[src/rtl/ccff_loader_pkg.sv]
// Purpose: shared types and width helper for the configuration-chain loader.
// Latency: n/a (package only).
// Backpressure: n/a.
package ccff_loader_pkg;

  typedef enum logic [1:0] {
    IDLE  = 2'd0,
    FETCH = 2'd1,
    SHIFT = 2'd2,
    DONE  = 2'd3
  } ccff_state_e;

  // Bits needed to count from 0 up to and including len.
  function automatic int CCFF_CNT_W(input int len);
    return (len < 1) ? 1 : $clog2(len + 1);
  endfunction

endpackage

[src/rtl/ccff_rb_packer.sv]
// Purpose: packs serial chain readback bits LSB-first into WORD_W-bit words.
// Latency: word strobed one cycle after its last sample (WORD_W-th bit or final chain bit).
// Backpressure: none; rb_valid is a one-cycle strobe the consumer must take.
// Ports: prog_clk/pReset (sync, active-high); sample_en/bit_in capture one bit;
//        last flushes a short word; rb_data/rb_valid carry the packed word.
module ccff_rb_packer
  import ccff_loader_pkg::*;
#(
  parameter int WORD_W = 8
) (
  input  logic              prog_clk,
  input  logic              pReset,
  input  logic              sample_en,
  input  logic              bit_in,
  input  logic              last,
  output logic [WORD_W-1:0] rb_data,
  output logic              rb_valid
);

  localparam int CW = CCFF_CNT_W(WORD_W);

  logic [CW-1:0]     r_cnt;
  logic [WORD_W-1:0] r_acc;
  logic [WORD_W-1:0] r_rb_data;
  logic              r_rb_valid;
  logic [WORD_W-1:0] w_acc_nxt;
  logic              w_word_end;

  // Shift form avoids an index wider than the word needs.
  assign w_acc_nxt  = r_acc | (WORD_W'(bit_in) << r_cnt);
  assign w_word_end = (r_cnt == CW'(WORD_W - 1)) || last;

  always_ff @(posedge prog_clk) begin
    if (pReset) begin
      r_cnt      <= '0;
      r_acc      <= '0;
      r_rb_data  <= '0;
      r_rb_valid <= 1'b0;
    end else begin
      r_rb_valid <= 1'b0;
      if (sample_en) begin
        if (w_word_end) begin
          // Unused upper bits of a short final word stay zero because
          // the accumulator is cleared after every emitted word.
          r_rb_data  <= w_acc_nxt;
          r_rb_valid <= 1'b1;
          r_acc      <= '0;
          r_cnt      <= '0;
        end else begin
          r_acc <= w_acc_nxt;
          r_cnt <= r_cnt + 1'b1;
        end
      end
    end
  end

  assign rb_data  = r_rb_data;
  assign rb_valid = r_rb_valid;

endmodule

[src/rtl/ccff_chain_loader.sv]
// Purpose: serialises bitstream words onto a config-FF chain, returns the shifted-out bits, releases I/O isolation when loaded.
// Latency: handshake at t -> bit 0 on ccff_head at t+1; WORD_W+1 cycles per word; done/IO_ISOL_N one cycle after the last shift.
// Backpressure: cfg_ready only in FETCH; an empty input stalls in FETCH with the chain frozen; readback has no backpressure.
// Ports: prog_clk/pReset (sync, active-high); start; cfg_data/cfg_valid/cfg_ready word stream;
//        ccff_head/ccff_clk_en/ccff_tail chain side; rb_data/rb_valid readback; busy, done, IO_ISOL_N status.
module ccff_chain_loader
  import ccff_loader_pkg::*;
#(
  parameter int CHAIN_LEN = 64,
  parameter int WORD_W    = 8
) (
  input  logic              prog_clk,
  input  logic              pReset,
  input  logic              start,
  input  logic [WORD_W-1:0] cfg_data,
  input  logic              cfg_valid,
  output logic              cfg_ready,
  output logic              ccff_head,
  output logic              ccff_clk_en,
  input  logic              ccff_tail,
  output logic [WORD_W-1:0] rb_data,
  output logic              rb_valid,
  output logic              busy,
  output logic              done,
  output logic              IO_ISOL_N
);

  localparam int BW = CCFF_CNT_W(CHAIN_LEN);
  localparam int WW = CCFF_CNT_W(WORD_W);
  localparam logic [BW-1:0] LEN_B    = BW'(CHAIN_LEN);
  localparam logic [BW-1:0] LAST_BIT = BW'(CHAIN_LEN - 1);

  ccff_state_e       r_state;
  ccff_state_e       w_state_nxt;
  logic [WORD_W-1:0] r_sr;
  logic [BW-1:0]     r_bcnt;
  logic [WW-1:0]     r_wcnt;
  logic              r_cfg_ready;
  logic              r_clk_en;
  logic              r_busy;
  logic              r_done;
  logic              r_isol_n;

  logic              w_hs;
  logic              w_start_ok;
  logic              w_word_last;
  logic              w_chain_last;
  logic [BW-1:0]     w_rem;
  logic [WW-1:0]     w_wcnt_ld;

  assign w_hs         = cfg_valid && r_cfg_ready;
  assign w_start_ok   = start && ((r_state == IDLE) || (r_state == DONE));
  assign w_word_last  = (r_wcnt == WW'(1));
  assign w_chain_last = (r_bcnt == LAST_BIT);
  assign w_rem        = LEN_B - r_bcnt;

  // Bits of this word that actually go into the chain: a short final
  // word drops its upper bits.
  always_comb begin
    w_wcnt_ld = WW'(WORD_W);
    if (int'(w_rem) < WORD_W) begin
      w_wcnt_ld = WW'(w_rem);
    end
  end

  always_comb begin
    w_state_nxt = r_state;
    unique case (r_state)
      IDLE, DONE: if (start) w_state_nxt = FETCH;
      FETCH:      if (w_hs) w_state_nxt = SHIFT;
      SHIFT: begin
        if (w_word_last) begin
          w_state_nxt = w_chain_last ? DONE : FETCH;
        end
      end
      default:    w_state_nxt = IDLE;
    endcase
  end

  always_ff @(posedge prog_clk) begin
    if (pReset) begin
      r_state     <= IDLE;
      r_sr        <= '0;
      r_bcnt      <= '0;
      r_wcnt      <= '0;
      r_cfg_ready <= 1'b0;
      r_clk_en    <= 1'b0;
      r_busy      <= 1'b0;
      r_done      <= 1'b0;
      r_isol_n    <= 1'b0;
    end else begin
      r_state <= w_state_nxt;
      // Status flops are loaded from the next state so every output is a
      // plain register that lines up with the state it describes.
      r_cfg_ready <= (w_state_nxt == FETCH);
      r_clk_en    <= (w_state_nxt == SHIFT);
      r_busy      <= (w_state_nxt == FETCH) || (w_state_nxt == SHIFT);

      if (w_start_ok) begin
        r_bcnt   <= '0;
        r_done   <= 1'b0;
        r_isol_n <= 1'b0;
      end

      if (w_hs) begin
        r_sr   <= cfg_data;
        r_wcnt <= w_wcnt_ld;
      end

      if (r_state == SHIFT) begin
        r_bcnt <= r_bcnt + 1'b1;
        r_wcnt <= r_wcnt - 1'b1;
        // Clearing at the end of a word parks ccff_head low between words
        // and drops the discarded bits of a short final word.
        r_sr   <= w_word_last ? '0 : (r_sr >> 1);
        if (w_word_last && w_chain_last) begin
          r_done   <= 1'b1;
          r_isol_n <= 1'b1;
        end
      end
    end
  end

  ccff_rb_packer #(
    .WORD_W (WORD_W)
  ) u_rb_packer (
    .prog_clk  (prog_clk),
    .pReset    (pReset),
    .sample_en (r_clk_en),
    .bit_in    (ccff_tail),
    .last      (w_chain_last),
    .rb_data   (rb_data),
    .rb_valid  (rb_valid)
  );

  assign cfg_ready   = r_cfg_ready;
  assign ccff_head   = r_sr[0];
  assign ccff_clk_en = r_clk_en;
  assign busy        = r_busy;
  assign done        = r_done;
  assign IO_ISOL_N   = r_isol_n;

endmodule

[config.mk]
export PLATFORM = sky130hd
export DESIGN_NAME = ccff_chain_loader
export DESIGN_NICKNAME = d
export VERILOG_FILES = /design/src/rtl/ccff_loader_pkg.sv /design/src/rtl/ccff_rb_packer.sv /design/src/rtl/ccff_chain_loader.sv
export SDC_FILE = /design/constraint.sdc
export NUM_CORES = 1
export LEC_CHECK = 0
export CAP_MARGIN = 5
export CORE_MARGIN = 5
export CORE_UTILIZATION = 30
export DETAILED_ROUTE_END_ITERATION = 6
export GPL_TIMING_DRIVEN = 0
export HOLD_SLACK_MARGIN = 0.02
export PLACE_DENSITY = 0.46
export SETUP_SLACK_MARGIN = 0.15
export SYNTH_ARGS = -nofsm -noshare
export SYNTH_HDL_FRONTEND = slang
export SYNTH_SLANG_ARGS = --single-unit
[constraint.sdc]
create_clock -name prog_clk -period 2.7 [get_ports prog_clk]
set_clock_uncertainty 0.15 [all_clocks]
set_input_delay 0.54 -clock prog_clk [delete_from_list [all_inputs] [get_ports prog_clk]]
set_output_delay 0.54 -clock prog_clk [all_outputs]
set_load 0.01 [all_outputs]
==> metrics.md <==
| Metric | Value |
|---|---|
| RSZ-0062 raised after global routing | false |
| Ys async rst share | 0 |
| P_int | 0.00131 W |
| Netlist cell types | 49 |
| DR WL/cell | 13.0 µm |
| Clock share of power | 0.225 |
| Cell taking the most area after synthesis | dfxtp_1 |
| Area Overhead vs Synth | 22.6% |
| Total net switching power | 0.000712 W |
| Pre-Repair DR Iteration Count | 4 |
| Sw frac | 0.351 |
| CTS Hold Bufs | 0 |
| Initial DRC Count | 70 |
| GR Util All Layers | 0.112 |
| Num rows | 31 |
| Total Power | 0.00203 W |
| Worst-margin pin slew | 723 ps |
| CTS max path bufs | 2 |
| Worst VDD drop | 261 µV |
| Slew headroom | 0.518 |
| Chip height | 94.9 µm |
| Final instance area | 2650 µm² |
| Fin. Hold Viols | 0 |
| Vias/cell | 4.74 |
| Synth Net Count | 252 |
| Post-CTS setup buffer count | 0 |
| Mapped Cells | 230 |
| Fraction of layout cells with a size suffix above 1 | 0.0943 |
| Hold Crit Class | flop to flop |
| Post-Syn Area per Cell | 9.39 µm² |
| Vias in the first global route | 1724 |
| Die width | 94.9 µm |
| Lkg Pwr | 0.941 nW |
| Pwr/cell area | 764 nW/µm² |
| CTS tree | done |
| Tmin final | 2200 ps |
| Main flop type after synthesis | dfxtp_1 |
| Number of flops mapped to enable cells by yosys | 0 |
| Sequential power share | 0.419 |
| Area contributors post-synth | dfxtp_1, ha_1, nor2_1 |
| Routed vias | 1725 |
| Final period util | 0.813 |
| Yosys warns | 0 |
| Crit path max fanout | 6 |
| Final Util | 0.371 |
| Final setup vio count | 0 |
| #FFs+latches synth | 47 |
| Status | finished clean |
| Clock root cell | clkbuf_8 |
| Reg clk slew, reported paths | 90 ps |
| Slew Viols, Final | 0 |
| Sequential share of the synthesized area | 0.435 |
| Routed wire length | 4750 µm |
| Post-cts sizing count | 0 |
| FMAX | 455 MHz |
| Area of the mapped netlist | 2160 µm² |
| Placed instance area | 2550 µm² |
| Max cap viols | 0 |
| Placer Congestion | 0.817 |
| Initial core utilization | 0.303 |
| Post-Layout Cell Count | 364 |
| Antenna violations before repair | 0 |
| Number of remaining DRC errors | 0 |
| # fillers | 762 |
| Most frequent cells after synthesis | dfxtp_1, nor2_1, a21oi_1 |
| Fin Setup TNS | 0 ps |
| Clk sink count | 47 |
| CTS Buf Count | 5 |
| GRT overflow | 0 |
| Kind of critical path | flop to flop |
| Core area | 7140 µm² |
| Worst path arrival time | 2280 ps |
| Cell count after placement | 356 |
| Comb pwr share | 0.356 |
| Post-DP HPWL | 3430 µm |
| First-pass GRT wire length | 8070 µm |
| Pin count of the biggest net entering global routing | 15 |
| # diodes | 0 |
| Routed Antenna Nets | 0 |
| Nets | 286 |
| Port Buf Inserts | 27 |
| Synth top area share | 0.435 |
| CP startpoint kind | flop |
| CTS H-tree lvls | 2 |
| I/O pins | 28 |
| CP required | 2790 ps |
| CP Capture Type | flop |
| Die ar. | 9000 µm² |
| Clk Latency, worst-skew pair | 310 ps |
| Most frequent cell after synthesis | dfxtp_1 |
critical path, cell delays in order (launching register included):
cell and delay, ps:
dfxtp_1 330, inv_1 80, ha_1 260, nand4bb_1 210
nor4_2 580, o31a_1 190, ha_1 230, nor2_1 110
logic make-up after synthesis:
family,count (synthesis),synth area share
DFF,47,0.435
buffers and inverters,21,0.0405
muxes,18,0.0880
xor gates and xnor gates,4,0.0162
and+or+nand+nor,77,0.197
AOI/OAI and AO/OA,54,0.171
adders and majority gates,9,0.0521
power groups by stage:
stage	sequential (W)	clock [W]	combinational (W)
detailed placement	0.000864	0	0.000719
finish	0.000848	0.000456	0.000722
global placement	0.000864	0	0.000721
global route	0.000862	0.000490	0.000822
CTS	0.000848	0.000469	0.000728
floorplan	0.000851	0	0.000532
layer usage:
metal	vias up	track usage	wire length [µm]
met5	-	0	0
met4	0	0.0433	66
met3	5	0.0255	154
met2	19	0.175	2120
met1	804	0.150	2410
li1	897	-	-
cell type report:
| type | count | area (µm²) | area share |
|---|---|---|---|
| inverter | 11 | 41.3 | 0.0156 |
| multi-input combinational | 162 | 1130 | 0.427 |
| tap | 99 | 124 | 0.0467 |
| clock buffer | 7 | 86.3 | 0.0326 |
| timing repair buffer | 27 | 270 | 0.102 |
| clock inverter | 1 | 8.76 | 0.00331 |
| sequential | 47 | 941 | 0.355 |
| buffer | 10 | 46.3 | 0.0175 |
per-stage QoR:
| stage | setup WS [ps] | hold slack [ps] |
|---|---|---|
| 4_1_cts | 517 | 322 |
| 3_3_place_gp | 268 | 303 |
| 6_report | 504 | 316 |
| 5_1_grt | 338 | 336 |
| 2_1_floorplan | 811 | 287 |
| 3_5_place_dp | 248 | 296 |
layout by cell type, fill, tap and decap left out, types with 5 or more instances in the layout:
cell type        synthesis  routed
clkdlybuf4s50_1          0      27
mux2i_1                 10      10
clkbuf_8                 0       6
ha_1                     9       9
dfxtp_1                 47      47
o2bb2ai_1                8       8
nor3_1                   9       9
nand2_1                 11      11
mux2_2                   8       8
inv_1                   11      11
nor2b_1                  5       5
a21oi_1                 20      20
nor2_1                  27      27
flip-flops by register name (all words and copies together), names as in the netlist:
signal,flops
r_sr,8
u_rb_packer.r_acc,8
u_rb_packer.rb_data,8
r_bcnt,7
r_wcnt,4
u_rb_packer.r_cnt,4
r_state,2
IO_ISOL_N,1
busy,1
ccff_clk_en,1
cfg_ready,1
done,1
u_rb_packer.rb_valid,1
path summary, 6_finish.rpt:
path | to | slack, ps | cells after the start | start
worst min-delay path | u_rb_packer.rb_data[4]$_SDFFE_PP0P_ | 320 | 1 | u_rb_packer.rb_data[4]$_SDFFE_PP0P_
worst max-delay path | busy$_SDFF_PP0_ | 500 | 7 | r_state[0]$_SDFF_PP0_
worst min register to register | u_rb_packer.rb_data[4]$_SDFFE_PP0P_ | 320 | 1 | u_rb_packer.rb_data[4]$_SDFFE_PP0P_
worst max register to register | busy$_SDFF_PP0_ | 500 | 7 | r_state[0]$_SDFF_PP0_
(Power assumes the default switching activity.)
